<file path="config.mk">
export PLATFORM = sky130hd
export DESIGN_NAME = stopwatch_ctrl
export DESIGN_NICKNAME = d
export VERILOG_FILES = /design/src/rtl/stopwatch_ctrl.sv
export SDC_FILE = /design/constraint.sdc
export NUM_CORES = 1
export LEC_CHECK = 0
export ABC_AREA = 0
export CAP_MARGIN = 20
export CORE_MARGIN = 2
export CORE_UTILIZATION = 45
export CTS_BUF_LIST = sky130_fd_sc_hd__clkbuf_8
export DETAILED_ROUTE_END_ITERATION = 6
export HOLD_SLACK_MARGIN = 0.08
export PLACE_DENSITY = 0.83
export SETUP_SLACK_MARGIN = 0.5
export SYNTH_ARGS = -nofsm -noshare
export SYNTH_HDL_FRONTEND = slang
export SYNTH_SLANG_ARGS = --single-unit
export TNS_END_PERCENT = 30
</file>
<file path="constraint.sdc">
create_clock -name i_rtcclk -period 1.65 [get_ports i_rtcclk]
set_clock_uncertainty 0.05 [all_clocks]
set_input_delay 0.2475 -clock i_rtcclk [delete_from_list [all_inputs] [get_ports i_rtcclk]]
set_output_delay 0.2475 -clock i_rtcclk [all_outputs]
set_load 0.1 [all_outputs]
</file>
<file path="src/rtl/stopwatch_ctrl.sv">
`default_nettype none
// ============================================================================
// Module      : stopwatch_ctrl
// Description : Stopwatch control. Synchronizes and debounces the start/stop
//               and lap/clear buttons, turns accepted presses into one-cycle
//               events and runs the IDLE/RUN/LAP/STOP state machine that
//               drives the BCD counter enables, clear pulse and lap display.
// Revision    : 1.0 - initial release
// ============================================================================
module stopwatch_ctrl #(
  parameter int DEBOUNCE_TICKS = 4
) (
  input  logic        i_rtcclk,
  input  logic        rst,
  input  logic        i_startstop,
  input  logic        i_lap,
  input  logic [23:0] i_count,
  output logic        o_countenb,
  output logic        o_latchcount,
  output logic        o_countinit,
  output logic [23:0] o_display,
  output logic [1:0]  o_state,
  output logic        o_lap_valid
);

  localparam int               CNT_W    = (DEBOUNCE_TICKS > 1) ? $clog2(DEBOUNCE_TICKS) : 1;
  localparam logic [CNT_W-1:0] CNT_LAST = CNT_W'(DEBOUNCE_TICKS - 1);

  typedef enum logic [1:0] {
    IDLE = 2'b00,
    RUN  = 2'b01,
    LAP  = 2'b10,
    STOP = 2'b11
  } state_t;

  // Bit 0 is start/stop, bit 1 is lap/clear.
  logic [1:0] btn_raw;
  logic [1:0] btn_evt;

  assign btn_raw = {i_lap, i_startstop};

  for (genvar b = 0; b < 2; b++) begin : g_btn
    logic             sync1_q;
    logic             sync2_q;
    logic             deb_q;
    logic             deb_d;
    logic             deb_prev_q;
    logic [CNT_W-1:0] cnt_q;
    logic [CNT_W-1:0] cnt_d;

    // Two-flop synchronizer for the asynchronous button level.
    always_ff @(posedge i_rtcclk or posedge rst) begin
      if (rst) begin
        sync1_q <= 1'b0;
        sync2_q <= 1'b0;
      end else begin
        sync1_q <= btn_raw[b];
        sync2_q <= sync1_q;
      end
    end

    // Accept a new level only after it has differed for DEBOUNCE_TICKS cycles.
    always_comb begin
      cnt_d = '0;
      deb_d = deb_q;
      if (sync2_q != deb_q) begin
        if (cnt_q == CNT_LAST) begin
          deb_d = sync2_q;
        end else begin
          cnt_d = cnt_q + 1'b1;
        end
      end
    end

    // Debounce counter, debounced level and its one-cycle-old copy.
    always_ff @(posedge i_rtcclk or posedge rst) begin
      if (rst) begin
        cnt_q      <= '0;
        deb_q      <= 1'b0;
        deb_prev_q <= 1'b0;
      end else begin
        cnt_q      <= cnt_d;
        deb_q      <= deb_d;
        deb_prev_q <= deb_q;
      end
    end

    // Only the rising edge of the debounced level is an event.
    assign btn_evt[b] = deb_q & ~deb_prev_q;
  end

  state_t      state_q;
  state_t      state_d;
  logic        en_q;
  logic        en_d;
  logic        init_q;
  logic        init_d;
  logic [23:0] lap_q;
  logic [23:0] lap_d;

  // Next state; start beats lap when both arrive in the same cycle.
  always_comb begin
    state_d = state_q;
    init_d  = 1'b0;
    lap_d   = lap_q;
    if (btn_evt[0]) begin
      case (state_q)
        IDLE:    state_d = RUN;
        RUN:     state_d = STOP;
        LAP:     state_d = STOP;
        STOP:    state_d = RUN;
        default: state_d = IDLE;
      endcase
    end else if (btn_evt[1]) begin
      case (state_q)
        IDLE: begin
          state_d = IDLE;
          init_d  = 1'b1;
        end
        RUN: begin
          state_d = LAP;
          lap_d   = i_count;
        end
        LAP: begin
          state_d = RUN;
        end
        STOP: begin
          state_d = IDLE;
          init_d  = 1'b1;
        end
        default: begin
          state_d = IDLE;
        end
      endcase
    end
    en_d = (state_d == RUN) || (state_d == LAP);
  end

  // State, counter enables, clear pulse and lap register.
  always_ff @(posedge i_rtcclk or posedge rst) begin
    if (rst) begin
      state_q <= IDLE;
      en_q    <= 1'b0;
      init_q  <= 1'b0;
      lap_q   <= '0;
    end else begin
      state_q <= state_d;
      en_q    <= en_d;
      init_q  <= init_d;
      lap_q   <= lap_d;
    end
  end

  assign o_countenb   = en_q;
  assign o_latchcount = en_q;
  assign o_countinit  = init_q;
  assign o_state      = state_q;
  assign o_lap_valid  = (state_q == LAP);
  assign o_display    = (state_q == LAP) ? lap_q : i_count;

endmodule
`default_nettype wire

</file>
After elaboration in Yosys (flattened, before gate mapping) --
Index checks and enable logic that the tools add are counted. W data, S select, Z words.
Storage, ports and cells: bits in registers 40, input bits 28, output and inout port bits 30, logic and storage cells 49
Cells by class: add/sub/neg operators 2, equality and inequality tests 9, muxes and demuxes 12, bitwise gates (word level) 5, reduce and logical (&&, ||, !) cells 7
Operators by type and width (count):
- $mux W24 | 1
- $mux W2 | 6
- $eq A2 B2 Y1 const B | 5
- $pmux W2 S3 | 1
- $add A2 B1 Y2 const B | 2
- $eq A2 B1 Y1 const B | 2
- $pmux W2 S2 | 1
- $reduce_and A2 Y1 | 2
- $reduce_or A2 Y1 | 2
- $mux W1 | 3
- $not A1 Y1 | 3
- $reduce_and A3 Y1 | 1
- $and A1 B1 Y1 | 2
- $logic_not A2 Y1 | 1
- $ne A1 B1 Y1 | 2
- $logic_or A1 B1 Y1 | 1

Depth between registers and ports, before layout --
word-level depth 7, mapped depth 6, depth with buffers taken out 5

Worst setup path before layout --
OpenSTA, ideal clock, no wires.
path kind register -> output, start register state_q[1] (netlist: o_state[1]), end output o_display[10], arrival time 2.987 ns, required time 1.352 ns, setup slack -1.634 ns, stages on the path, launching flop included 5, buffers on the path 2, cells stage by stage dfrtp_1 ha_1 buf_2 buf_2 mux2_2
Between the ends: longest elaborated chain between the ends 2
Ends and longest elaborated chain:
- start: declaration | RTL line 92 | state_t state_q;
- start signal: assignment | RTL line 147 | state_q <= state_d;
- $eq A2 B2 Y1
- via o_lap_valid | RTL line 23 | output logic o_lap_valid
- $mux W24 | RTL line 159 | assign o_display = (state_q == LAP) ? lap_q : i_count;
- end: declaration | RTL line 21 | output logic [23:0] o_display,
The timed path passes the listed nets, and every way through them passes these cells.

Final worst setup path --
start register state_q[0] (netlist: o_state[0]), end output o_display[15]
Between the ends: longest elaborated chain between the ends 2
Ends and longest elaborated chain (RTL line):
- $eq A2 B2 Y1 | 159
- $mux W24 | 159
No other way between the ends.

==> metrics.cfg <==
[synth]
ys_seq_area_frac = 0.533
yosysUniqueCellTypes = 19
netlist_instances = 119
synth_area_leaders = dfrtp_1 53%, mux2_2 18%, mux2_4 16%, ha_1 3.3%, buf_6 1.2%
netlist.area_leader.share = 0.533
synth.largest_area_cell = dfrtp_1
syn_avg_cell_area_um2 = 15.8
syn_area_mm2 = 0.00188
yosys_warnings = 0
syn_nets = 152
synth.ff_latch_count = 40

[place]
pre_cts_ws_ns = -0.0620
io_buffers = 57
dpl_cell_area_mm2 = 0.00297
gp_congestion = 0.652
hpwl_mm = 3.13

[floorplan]
start_util = 0.470
rows = 23
core_mm2 = 0.00400
dieHeight_um = 68.6
pin_count = 58
die_area_mm2 = 0.00471
die_w_um = 68.6

[routing]
dr.pass1.iters = 4
drt-initial-drc-count = 45
ant_nets = 0
drt_wl_total_mm = 4.17
drc = 0
routed_via_density = 5.00
num_vias = 1196
drt-wirelength-per-cell_um = 17.4

[setup_path]
required_ns = 1.35
worstSetupPathType = reg -> out
startpoint_type = flip-flop
worstPathArrival_ns = 1.70
critPathCaptureType = output port
crit_fanout = 9

[layout]
final_common_cell = mux2_4
final_cell_mix = 44 x mux2_4, 37 x dfrtp_1, 34 x buf_12
regArea_mm2 = 0.00101
drive_gt1_frac = 0.561
n_antenna_cell = 0
design_area_mm2 = 0.00313
num-nets-final = 222
multi_input_area_um2 = 926
fillers = 208
area_growth_pct = 66.8

[clocking]
clk_latency_ns = 0.29
cts_hold_buffers = 0
htreeDepth = 2
cts_tree = yes
clkSlewWorstSetupHoldPaths_ns = 0.07
numCtsBuffers = 5
cts_max_path_buffers = 2
cts_root_buf = clkbuf_8
cts_num_sinks = 40

[sta]
hold_violations = 0
setup_viol = 25
slew_viol_final = 0
timing.final.ws_setup_ns = -0.345
post-route-period-util = 1.21
max_slew_margin = 0.835
tightest_slew_ns = 0.241
post-route-min-period_ns = 2.00
rsz0062_at_grt = true
fmax_mhz = 501

[global_routing]
grtUsageTotal = 0.198
grt_pass1_wl_mm = 6.50
grt_overflow = 0
grt_max_degree = 24
first_global_vias = 1294
antenna_found_initial = 0

[status]
violations = negative setup slack
status = complete, but fails checks

[run]
maxCapViolations = 0

[hold_path]
worstHoldPathType = in -> async

==> state kept, by name (all words and copies together) (netlist names) <==
register,count
lap_q,24
g_btn.sync1_q,2
g_btn.deb_prev_q,2
o_state,2
o_countinit,1
g_btn.cnt_q,4
o_countenb,1
g_btn.sync2_q,2
g_btn.deb_q,2
==> worst max-delay path: stages (launching register included) <==
cell and delay (ns):
dfrtp_4 0.49, inv_4 0.07, ha_4 0.20, buf_12 0.16, mux2_4 0.32, buf_12 0.17
==> per-layer routing <==
layer	global-route usage	up-vias	routed length (um)
li1	-	551	-
met1	0.226	603	1630
met2	0.351	36	2260
met3	0.0649	6	239
met4	0.0600	0	40
met5	0	-	0
==> synth_stat cells <==
library cell and count:
dfrtp_1 40, mux2_2 30, mux2_4 20, ha_1 5
buf_2 3, inv_1 3, buf_6 2, mux2i_1 2
nor2b_1 2, nor3_1 2, xnor2_1 2, and2b_4 1
and3_1 1, buf_4 1, nand2_1 1, nand2b_1 1
nand3_4 1, o211ai_1 1, xor2_1 1
==> metrics by stage <==
step                      setup TNS [ns]  hold slack [ns]  utilization  instances
final                              -8.05            0.241        0.783        239
after global routing               -9.65            0.261        0.783        239
after CTS                          -8.59            0.239        0.781        239
after detailed placement          -0.651            0.287        0.742        229
after global placement            -0.218            0.288        0.742        229
after floorplan                   -11.78            0.229            -        119
==> timing repair <==
action | 4_1_cts | 5_1_grt
cloned | 1 | 0
gates resized for setup | 11 | 2
setup endpoints to repair | 57 | 57
buffers inserted | 2 | 0
pin swaps | 1 | 1
==> layout make-up <==
cell class	instances	share of cell area
flip-flops and latches	40	0.322
multi-input cells	70	0.296
repair buffers	69	0.333
clock inverters	2	0.00280
inverters	3	0.00439
clock buffers	5	0.0220
well taps	50	0.0200
==> worst paths after layout <==
kind,end,slack [ns],cells after the start,from
max,o_display[15],-0.35,5,o_state[0]
min,lap_q[20],0.24,3,rst
max reg2reg,lap_q[8],0.06,5,o_state[0]
min reg2reg,g_btn[0].sync2_q,0.31,0,g_btn[0].sync1_q
max in group asynchronous,o_state[1],1.03,3,rst
min in group i_rtcclk,g_btn[0].sync2_q,0.31,0,g_btn[0].sync1_q
==> cells by family (layout without fill, tap and decap cells) <==
family                   after synthesis  in the layout  share of synthesized area
flip-flops                            40             40                      0.533
multiplexers                          52             52                      0.350
buffers and inverters                  9             79                     0.0300
adder cells (fa/ha/maj)                5              5                     0.0333
XOR/XNOR                               3              3                     0.0140
AND/OR/NAND/NOR                        9              9                     0.0353
AO/OA/AOI/OAI                          1              1                    0.00400
Power is not shown: default switching activity piles up to over one toggle a cycle in this logic, so the estimate is an artifact.
